## src/rtl/hwpf_issue_ctrl.sv

```systemverilog
// Prefetch issue controller: forwards arbiter requests to a shared HPDcache port
// while enforcing global and per-prefetcher outstanding caps and a stall backoff.

typedef struct packed {
  logic [31:0] addr;
  logic [2:0]  tid;
} hpdcache_req_t;

typedef struct packed {
  logic [2:0] tid;
} hpdcache_rsp_t;

module hwpf_issue_ctrl #(
  parameter int NUM_HW_PREFETCH = 4,
  parameter int MAX_INFLIGHT    = 8,
  parameter int MAX_PER_HWPF    = 4,
  parameter int STALL_THRESH    = 8,
  parameter int BACKOFF_CYCLES  = 16
) (
  input  logic                              clk_i,
  input  logic                              rst_ni,
  input  logic                              arb_req_valid_i,
  output logic                              arb_req_ready_o,
  input  hpdcache_req_t                     arb_req_i,
  output logic                              hpdcache_req_valid_o,
  input  logic                              hpdcache_req_ready_i,
  output hpdcache_req_t                     hpdcache_req_o,
  input  logic                              hpdcache_rsp_valid_i,
  input  hpdcache_rsp_t                     hpdcache_rsp_i,
  input  logic                              demand_busy_i,
  output logic [$clog2(MAX_INFLIGHT+1)-1:0] inflight_o,
  output logic                              backoff_o,
  output logic                              err_o
);

  localparam int IW   = $clog2(MAX_INFLIGHT + 1);
  localparam int CW   = $clog2(MAX_PER_HWPF + 1);
  localparam int SW   = $clog2(STALL_THRESH + 1);
  localparam int BW   = $clog2(BACKOFF_CYCLES + 1);
  localparam int IDXW = (NUM_HW_PREFETCH > 1) ? $clog2(NUM_HW_PREFETCH) : 1;

  typedef enum logic [0:0] {
    ST_RUN     = 1'b0,
    ST_BACKOFF = 1'b1
  } state_e;

  state_e          r_state;
  state_e          w_state_nxt;
  logic [IW-1:0]   r_inflight;
  logic [IW-1:0]   w_inflight_nxt;
  logic [CW-1:0]   r_cnt [NUM_HW_PREFETCH];
  logic [CW-1:0]   w_cnt_nxt [NUM_HW_PREFETCH];
  logic [SW-1:0]   r_stall_cnt;
  logic [SW-1:0]   w_stall_cnt_nxt;
  logic [BW-1:0]   r_bo_cnt;
  logic [BW-1:0]   w_bo_cnt_nxt;
  logic            r_err;
  logic            w_err_nxt;

  logic [IDXW-1:0] w_req_idx;
  logic [IDXW-1:0] w_rsp_idx;
  logic            w_req_tid_ok;
  logic            w_rsp_tid_ok;
  logic            w_issue_ok;
  logic            w_issue;
  logic            w_stall;
  logic            w_rsp_ok;
  logic            w_proto_err;

  // Issue gating, zero-latency request pass-through and event decode.
  always_comb begin
    w_req_idx    = arb_req_i.tid[IDXW-1:0];
    w_rsp_idx    = hpdcache_rsp_i.tid[IDXW-1:0];
    w_req_tid_ok = (32'(arb_req_i.tid) < 32'(NUM_HW_PREFETCH));
    w_rsp_tid_ok = (32'(hpdcache_rsp_i.tid) < 32'(NUM_HW_PREFETCH));
    if ((r_state == ST_RUN) && !demand_busy_i && w_req_tid_ok) begin
      w_issue_ok = (r_inflight < IW'(MAX_INFLIGHT)) &&
                   (r_cnt[w_req_idx] < CW'(MAX_PER_HWPF));
    end else begin
      w_issue_ok = 1'b0;
    end
    hpdcache_req_o       = arb_req_i;
    hpdcache_req_valid_o = arb_req_valid_i & w_issue_ok;
    arb_req_ready_o      = hpdcache_req_ready_i & w_issue_ok;
    w_issue              = arb_req_valid_i & hpdcache_req_ready_i & w_issue_ok;
    w_stall              = arb_req_valid_i & ~hpdcache_req_ready_i & w_issue_ok;
    // A response is only accounted when its counter has something to retire.
    w_rsp_ok    = hpdcache_rsp_valid_i & w_rsp_tid_ok &
                  (r_cnt[w_rsp_idx] != {CW{1'b0}}) & (r_inflight != {IW{1'b0}});
    w_proto_err = (arb_req_valid_i & ~w_req_tid_ok) |
                  (hpdcache_rsp_valid_i & ~w_rsp_ok);
  end

  // Next-state for the RUN/BACKOFF FSM, outstanding counters and sticky error.
  always_comb begin
    w_state_nxt     = r_state;
    w_stall_cnt_nxt = r_stall_cnt;
    w_bo_cnt_nxt    = r_bo_cnt;
    w_inflight_nxt  = r_inflight;
    w_err_nxt       = r_err | w_proto_err;
    for (int i = 0; i < NUM_HW_PREFETCH; i++) begin
      w_cnt_nxt[i] = r_cnt[i];
    end

    case (r_state)
      ST_RUN: begin
        if (w_stall) begin
          if (r_stall_cnt == SW'(STALL_THRESH - 1)) begin
            w_state_nxt     = ST_BACKOFF;
            w_bo_cnt_nxt    = BW'(BACKOFF_CYCLES - 1);
            w_stall_cnt_nxt = {SW{1'b0}};
          end else begin
            w_stall_cnt_nxt = r_stall_cnt + SW'(1);
          end
        end else begin
          w_stall_cnt_nxt = {SW{1'b0}};
        end
      end
      ST_BACKOFF: begin
        if (r_bo_cnt == {BW{1'b0}}) begin
          w_state_nxt = ST_RUN;
        end else begin
          w_bo_cnt_nxt = r_bo_cnt - BW'(1);
        end
      end
      default: begin
        w_state_nxt     = ST_RUN;
        w_stall_cnt_nxt = {SW{1'b0}};
        w_bo_cnt_nxt    = {BW{1'b0}};
      end
    endcase

    if (w_issue && !w_rsp_ok) begin
      w_inflight_nxt = r_inflight + IW'(1);
    end else if (!w_issue && w_rsp_ok) begin
      w_inflight_nxt = r_inflight - IW'(1);
    end else begin
      w_inflight_nxt = r_inflight;
    end

    for (int i = 0; i < NUM_HW_PREFETCH; i++) begin
      if (w_issue && (w_req_idx == IDXW'(i)) && !(w_rsp_ok && (w_rsp_idx == IDXW'(i)))) begin
        w_cnt_nxt[i] = r_cnt[i] + CW'(1);
      end else if (w_rsp_ok && (w_rsp_idx == IDXW'(i)) && !(w_issue && (w_req_idx == IDXW'(i)))) begin
        w_cnt_nxt[i] = r_cnt[i] - CW'(1);
      end else begin
        w_cnt_nxt[i] = r_cnt[i];
      end
    end
  end

  // State and counter registers.
  always_ff @(posedge clk_i or negedge rst_ni) begin
    if (!rst_ni) begin
      r_state     <= ST_RUN;
      r_inflight  <= {IW{1'b0}};
      r_stall_cnt <= {SW{1'b0}};
      r_bo_cnt    <= {BW{1'b0}};
      r_err       <= 1'b0;
      for (int i = 0; i < NUM_HW_PREFETCH; i++) begin
        r_cnt[i] <= {CW{1'b0}};
      end
    end else begin
      r_state     <= w_state_nxt;
      r_inflight  <= w_inflight_nxt;
      r_stall_cnt <= w_stall_cnt_nxt;
      r_bo_cnt    <= w_bo_cnt_nxt;
      r_err       <= w_err_nxt;
      for (int i = 0; i < NUM_HW_PREFETCH; i++) begin
        r_cnt[i] <= w_cnt_nxt[i];
      end
    end
  end

  assign inflight_o = r_inflight;
  assign backoff_o  = (r_state == ST_BACKOFF);
  assign err_o      = r_err;

endmodule

```

## config.mk

```make
export PLATFORM = sky130hd
export DESIGN_NAME = hwpf_issue_ctrl
export DESIGN_NICKNAME = d
export VERILOG_FILES = /design/src/rtl/hwpf_issue_ctrl.sv
export SDC_FILE = /design/constraint.sdc
export NUM_CORES = 1
export LEC_CHECK = 0
export CAP_MARGIN = 30
export CORE_ASPECT_RATIO = 1.75
export CORE_MARGIN = 5
export CORE_UTILIZATION = 30
export DETAILED_ROUTE_END_ITERATION = 8
export GPL_TIMING_DRIVEN = 0
export PLACE_DENSITY = 0.7
export SLEW_MARGIN = 20
export SYNTH_ARGS = -nofsm -noshare
export SYNTH_HDL_FRONTEND = slang
export SYNTH_SLANG_ARGS = --single-unit
```

## constraint.sdc

```tcl
create_clock -name clk_i -period 3.22 [get_ports clk_i]
set_clock_uncertainty 0.15 [all_clocks]
set_input_delay 0.483 -clock clk_i [delete_from_list [all_inputs] [get_ports clk_i]]
set_output_delay 0.483 -clock clk_i [all_outputs]
set_load 0.05 [all_outputs]
```

Word-level counts from Yosys, hierarchy flattened
Cells that the tools add are included.
Widths: inputs -> output; s select.
{ "op_classes": {"add_sub_neg": 12, "n_reduce_logical": 43, "eq_ne": 10, "n_bitwise": 19, "mux": 27, "magnitude_cmp": 6} }
{ "ops": {"columns": ["op", "count"], "rows": [
  ["$mux 3", 12],
  ["$logic_and 1x1->1", 21],
  ["$mux 4", 4],
  ["$mux 5", 3],
  ["$add 3x1->3 const B", 4],
  ["$bmux 3 s2", 2],
  ["$sub 3x1->3 const B", 4],
  ["$and 1x1->1", 11],
  ["$logic_not 1->1", 11],
  ["$pmux 5 s2", 1],
  ["$reduce_bool 2->1", 5],
  ["$lt 3x3->1 const B", 3],
  ["$add 4x1->4 const B", 2],
  ["$eq 2x2->1 const B", 4],
  ["$ge 3x3->1 const B", 2],
  ["$not 2->3", 2],
  ["$logic_not 5->1", 1],
  ["$sub 5x1->5 const B", 1],
  ["$eq 2x1->1 const B", 2],
  ["$eq 4x3->1 const B", 1],
  ["$logic_not 2->1", 2],
  ["$lt 4x4->1 const B", 1],
  ["$mux 1", 4],
  ["$ne 2x2->1 const B", 2],
  ["other kinds (8)", 12]
]} }
{ "totals": {"in_bits": 44, "wordCells": 126, "reg_bits": 27} }

Longest topological paths before layout
Gate-level depths: netlist of the first run.
{ "depth": {"depth_word": 13, "ltp_mapped": 12} }

Least setup slack after synthesis of the first run
OpenSTA, ideal clock, no wires.
{ "synth_path": {"kind": "flip-flop to flip-flop", "startpoint": "reg r_state (netlist: backoff_o)", "endpoint": "reg r_inflight[3] (netlist: inflight_o[3])", "period_less_slack_ns": 3.400, "path_stages_with_launch": 12, "path_slack_ns": -0.180, "arrival_time_ns": 3.114, "required_ns": 2.934, "path_cell_list": "dfrtp_1 or4_4 a31oi_4 and3_1 buf_4 and2_1 ha_1 inv_1 ha_1 a21o_1 a2111oi_0 o31ai_1"} }
{ "synth_between": {"elab_chain_len": 8} }
{ "synth_rtl": {"columns": ["item", "line", "text"], "rows": [
  ["start: declaration", "47", "state_e r_state;"],
  ["start signal: assignment", "164", "r_state <= w_state_nxt;"],
  ["$not 1->1 (*)", null, null],
  ["$logic_and 1x1->1 (*) (2 in a row)", "76", "if ((r_state == ST_RUN) && !demand_busy_i && w_req_tid_ok) begin"],
  ["$mux 1 (*)", "76", null],
  ["$and 1x1->1 (*)", "85", "w_issue = arb_req_valid_i & hpdcache_req_ready_i & w_issue_ok;"],
  ["$logic_not 1->1", "135", "end else if (!w_issue && w_rsp_ok) begin"],
  ["$logic_and 1x1->1", "135", null],
  ["$reduce_bool 2->1 (no source line)", null, null],
  ["end signal: assignment", "156", "r_inflight <= {IW{1'b0}};"],
  ["end signal: assignment", "165", "r_inflight <= w_inflight_nxt;"],
  ["end: declaration", "49", "logic [IW-1:0] r_inflight;"]
]} }
Mark *: on every way between the ends. The rest lies on a longest branch, timed or not.
A chain may end at the register's enable or synchronous reset.

==> results of run 1 <==
[layout by cell type (no fill, tap or decap), types with 2 or more instances in the layout]
master	n
dlygate4sd2_1	5
a21oi_1	3
mux2i_1	4
fa_1	5
nand3_1	4
nor2_1	11
clkdlybuf4s50_1	48
clkbuf_16	3
ha_1	9
nand2_1	10
nor4_1	2
nor4b_1	2
inv_1	9
a31oi_1	2
dfrtp_1	25
o21ai_1	4
clkbuf_1	2
o22ai_1	3
nor3_1	4
xor2_1	10
o21ai_0	5
dfrtp_2	2
mux2_2	5
xnor2_1	6
buf_4	37
and4b_1	2
[layout make-up]
cell class,instances,area [µm²]
clock inverters,1,5.005
clock buffers,3,75.07
fillers,637,3700
inverters,10,40.04
repair buffers,56,544.3
well taps,82,102.6
plain buffers,38,281.5
flip-flops and latches,27,678.2
multi-input cells,119,1015
[routing by layer]
metal | track usage [%] | wire, µm
met1 | 12.51 | 1734
met2 | 18.30 | 2235
met3 | 3.846 | 511
met4 | 4.642 | 72
met5 | 0 | 0
[how the worst max path moves through the flow]
stage               cells past startpoint  slack [ps]               from       endpoint
global placement                       13        -450       arb_req_i[2]  inflight_o[3]
floorplan                              11           4          backoff_o  inflight_o[3]
finish                                  8          80  hpdcache_rsp_i[1]       r_cnt[7]
CTS                                    12         -30      demand_busy_i  inflight_o[3]
detailed placement                     12        -530       arb_req_i[2]  inflight_o[3]
global route                            8         -30  hpdcache_rsp_i[1]       r_cnt[7]
[worst max-delay path, cell delays in order]
cell and delay, ps:
clkdlybuf4s50_1 530, o32ai_1 390, nand3_1 260, or3b_2 510, ha_1 220, inv_1 70
fa_1 410, mux2_2 270
[kinds of logic after synthesis]
group	Yosys count	share of synthesized area (%)
and+or+nand+nor	50	15.68
buffers and inverters	48	16.06
AOI/OAI and AO/OA	29	10.33
DFF	27	34.42
xor gates and xnor gates	16	7.138
adders and majority gates	15	11.47
muxes	9	4.907
[flip-flops by register name, summed over array words and instances (netlist names)]
signal	cells
backoff_o	1
err_o	1
inflight_o	4
r_bo_cnt	5
r_cnt	12
r_stall_cnt	4
[through the flow]
stage	hold WS (ps)	power [mW]	instances
finish	86.95	1.569	336
floorplan	37.41	1.053	194
global route	148.6	1.681	336
detailed placement	318.0	1.264	330
CTS	104.1	1.567	336
global placement	321.1	1.245	330
[repair_timing]
action | in CTS | in global routing
pin swaps | 4 | 2
buffers inserted | 2 | 0
gates resized for setup | 7 | 5
setup endpoints to repair | 7 | 5
[power by group through the flow]
stage          clock network (mW)  registers [mW]  logic, mW
5_1_grt                     0.300           0.595      0.786
6_report                    0.281           0.573      0.715
3_3_place_gp                    0           0.574      0.671
3_5_place_dp                    0           0.578      0.686
2_1_floorplan                   0           0.636      0.417
4_1_cts                     0.292           0.574      0.700
==> metrics.md, run 1 <==
| Metric | Value |
|---|---|
| Status | `complete, no violations` |
| RR Endpoint | `inflight_o[3]` |
| Pins Over Slew Limit | `0` |
| DR pass1 iterations | `4` |
| Initial antenna violation count | `0` |
| Inserted Diodes | `0` |
| P_int | `0.9288 mW` |
| Data arrival time of the worst path | `3140 ps` |
| Design Area, Final | `0.002741 mm²` |
| Max_slew headroom | `58.30%` |
| Cells after synthesis | `194` |
| MaxCap Viol Count | `0` |
| Synth cell count leaders | `buf_4, dfrtp_1, nor2_1` |
| WS Path Type | `input pin to register` |
| CTS buffer count | `3` |
| DP HPWL | `3597 µm` |
| Final nets | `314` |
| Area contributors post-synth | `dfrtp_1, buf_4, ha_1` |
| Synth top area share | `34.42%` |
| Area leader, netlist | `dfrtp_1` |
| Register-to-Register Path Depth | `12` |
| Die width | `71.15 µm` |
| Power Density | `572.3 mW/mm²` |
| Seq cells post-synth | `27` |
| Actual slew at the worst max-slew pin | `625.5 ps` |
| PnR worst setup slack | `75.68 ps` |
| Final core utilization | `42.56%` |
| Worst Path Required | `3220 ps` |
| Syn Nets | `253` |
| Peak supply drop | `0.2593 mV` |
| Cell area after synthesis | `0.001963 mm²` |
| Detailed-route via count | `1598` |
| Root Buffer | `clkbuf_16` |
| Top FF cell, synth | `dfrtp_1` |
| Largest net degree at the start of global routing | `28` |
| DR WL/cell | `13.55 µm` |
| Leak Pwr | `1.160 nW` |
| Tcrit/Tclk final | `97.65%` |
| Count leader, synth | `buf_4` |
| Fin crit period | `3144 ps` |
| Worst setup EP type | `register` |
| # clock sinks | `27` |
| Hold Buf Count CTS | `0` |
| DR DRC count | `0` |
| ANT nets after route | `0` |
| R2R Setup Slk | `160 ps` |
| Sequential share of power | `36.5%` |
| Placed inst area | `0.002616 mm²` |
| Register area share after synthesis | `34.42%` |
| Number of synthesized flops with an enable pin | `0` |
| Clk pin slew, worst setup/hold paths | `60 ps` |
| First DRT Iteration DRCs | `75` |
| RSZ-0062 raised after global routing | `true` |
| Die Y | `117.0 µm` |
| Combinational share of power | `45.5%` |
| Fmax | `318.0 MHz` |
| Vias in the first global route | `1681` |
| Synthesized area per cell | `10.12 µm²` |
| GP Congestion | `0.7659` |
| Startpoint types | `input pin` |
| Die footprint | `0.008325 mm²` |
| Port Buffers | `54` |
| Sw Share | `40.80%` |
| Max clock buf depth | `2` |
| Unique masters post-synth | `47` |
| First-pass GRT wire length | `7486 µm` |
| Ports | `87` |
| Clk_lat worst skew | `260 ps` |
| Routed WL | `4554 µm` |
| Total track usage | `10.91%` |
| Total grt overflow | `0` |
| Via/cell ratio | `4.756` |
| DP Worst Slack | `-528.6 ps` |
| CTS tree | `built` |
| Rows | `39` |
| P_sw | `0.6402 mW` |
| Fin. Hold Viols | `0` |
| HP Class | `input pin to asynchronous set/reset pin` |
| Layout cell share with drive strength beyond 1 | `24.02%` |
| # setup viols final | `0` |
| Clock power share | `17.9%` |
| H-tree depth | `1` |
| Initial core utilization | `30.48%` |
| Worst R2R Start | `inflight_o[3]` |
| Yosys warns | `0` |
| Setup TNS | `0 ps` |
| Area Overhead vs Synth | `39.64%` |
| Crit path max fanout | `6` |
| Fraction of registers with async set/reset | `100.0%` |
| Core area | `0.006441 mm²` |
Note: power is estimated with default switching activity, not from simulation.
==> run 2, diff against run 1 <==
Settings changed: CORE_UTILIZATION 30 to 38, PLACE_DENSITY 0.7 to 0.84.
==> metrics.md, run 2 (synthesis results as in run 1) <==
| Metric | Value |
|---|---|
| Largest net degree at the start of global routing | `28` |
| DP HPWL | `3659 µm` |
| Die Y | `105.1 µm` |
| First-pass GRT wire length | `7776 µm` |
| Routed WL | `4659 µm` |
| Fin crit period | `3120 ps` |
| # clock sinks | `27` |
| Root Buffer | `clkbuf_8` |
| Worst Path Required | `3240 ps` |
| Max clock buf depth | `2` |
| Die width | `64.34 µm` |
| DP Worst Slack | `-624.6 ps` |
| Die footprint | `0.006761 mm²` |
| Layout cell share with drive strength beyond 1 | `25.78%` |
| MaxCap Viol Count | `0` |
| Tcrit/Tclk final | `96.90%` |
| Fin. Hold Viols | `0` |
| Pins Over Slew Limit | `0` |
| PnR worst setup slack | `99.67 ps` |
| Peak supply drop | `0.5014 mV` |
| Biggest register | `r_cnt` |
| Total grt overflow | `0` |
| Design Area, Final | `0.002714 mm²` |
| CTS buffer count | `3` |
| Core area | `0.004977 mm²` |
| Initial antenna violation count | `0` |
| Final nets | `316` |
| Startpoint types | `input pin` |
| Via/cell ratio | `5.277` |
| Most frequent cells in the layout | `clkdlybuf4s50_1, buf_4, dfrtp_1` |
| Leak Pwr | `1.185 nW` |
| HP Class | `input pin to asynchronous set/reset pin` |
| Ports | `87` |
| Data arrival time of the worst path | `3140 ps` |
| Clk pin slew, worst setup/hold paths | `100 ps` |
| WS Path Type | `input pin to register` |
| DR pass1 iterations | `4` |
| DR WL/cell | `15.03 µm` |
| # setup viols final | `0` |
| Most common cell after layout, fill and taps aside | `clkdlybuf4s50_1` |
| H-tree depth | `1` |
| Biggest regs | `r_cnt: 12 flops, r_bo_cnt: 5 flops` |
| Initial core utilization | `39.44%` |
| DR DRC count | `0` |
| FILL cells | `435` |
| CTS tree | `built` |
| Area Overhead vs Synth | `38.24%` |
| Actual slew at the worst max-slew pin | `599.0 ps` |
| First DRT Iteration DRCs | `23` |
| Total track usage | `13.79%` |
| Rows | `34` |
| Placed inst area | `0.002581 mm²` |
| Port Buffers | `54` |
| Worst setup EP type | `register` |
| Power Density | `556.7 mW/mm²` |
| Vias in the first global route | `1793` |
| Detailed-route via count | `1636` |
| ANT nets after route | `0` |
| Max_slew headroom | `60.07%` |
| Fmax | `320.5 MHz` |
| Status | `complete, no violations` |
| GP Congestion | `0.7907` |
| Clk_lat worst skew | `280 ps` |
| Number of flip-flops in the largest register | `12` |
| Inserted Diodes | `0` |
| Crit path max fanout | `6` |
==> run 2: final timing paths <==
check | cells past startpoint | from | slack [ps] | to
max reg2reg | 11 | backoff_o | 110 | inflight_o[3]
max | 12 | arb_req_i[2] | 100 | inflight_o[3]
max in group asynchronous | 1 | rst_ni | 2450 | inflight_o[3]
min in group clk_i | 1 | r_cnt[5] | 350 | r_cnt[5]
min reg2reg | 1 | r_cnt[5] | 350 | r_cnt[5]
min | 1 | rst_ni | 50 | inflight_o[2]
==> run 2: what timing repair did <==
item	CTS	global route
pin swaps	1	4
hold buffers	0	0
resized for setup	9	6
endpoints found under the setup margin	10	7
buffers inserted	2	2
==> run 2: stage by stage <==
stage          hold slack, ps  power [mW]  utilization (%)  setup TNS, ps  std cells
6_report                45.68       1.511            54.52              0        310
5_1_grt                 103.0       1.610            54.52         -12.00        310
4_1_cts                 68.67       1.506            53.75         -101.1        308
3_5_place_dp            321.8       1.277            51.86          -4259        302
3_3_place_gp            326.1       1.240            51.96          -3538        302
2_1_floorplan           37.41       1.053                -              0        194
==> run 2: worst max-delay path: stages <==
cell and delay, ps:
dlygate4sd2_1 280, or4_4 530, a31oi_4 180, and3_4 210, buf_6 110, and2_4 150
ha_4 140, inv_2 60, ha_1 270, a21o_1 240, a2111oi_4 370, o31ai_1 100
==> run 2: report_power, final <==
part | internal [mW] | switching [mW]
sequential | 0.441 | 0.145
clock | 0.0869 | 0.107
combinational | 0.327 | 0.403
total | 0.855 | 0.656
==> run 2: final cells by class <==
class	count	area, µm²	area share [%]
Clock buffer	3	41.29	1.521
Multi-Input combinational cell	119	1033	38.08
Inverter	10	37.54	1.383
Sequential cell	27	678.2	24.99
Buffer	38	281.5	10.37
Tap cell	54	67.56	2.490
Timing Repair Buffer	58	569.3	20.98
Clock inverter	1	5.005	0.1844
==> run 2: routing by layer <==
| metal | global-route usage (%) | up-vias | wire length [µm] |
|---|---|---|---|
| met3 | 3.652 | 9 | 488 |
| met1 | 16.31 | 766 | 1748 |
| met5 | 0 | - | 0 |
| met4 | 4.803 | 0 | 85 |
| met2 | 23.50 | 95 | 2337 |
| li1 | - | 766 | - |
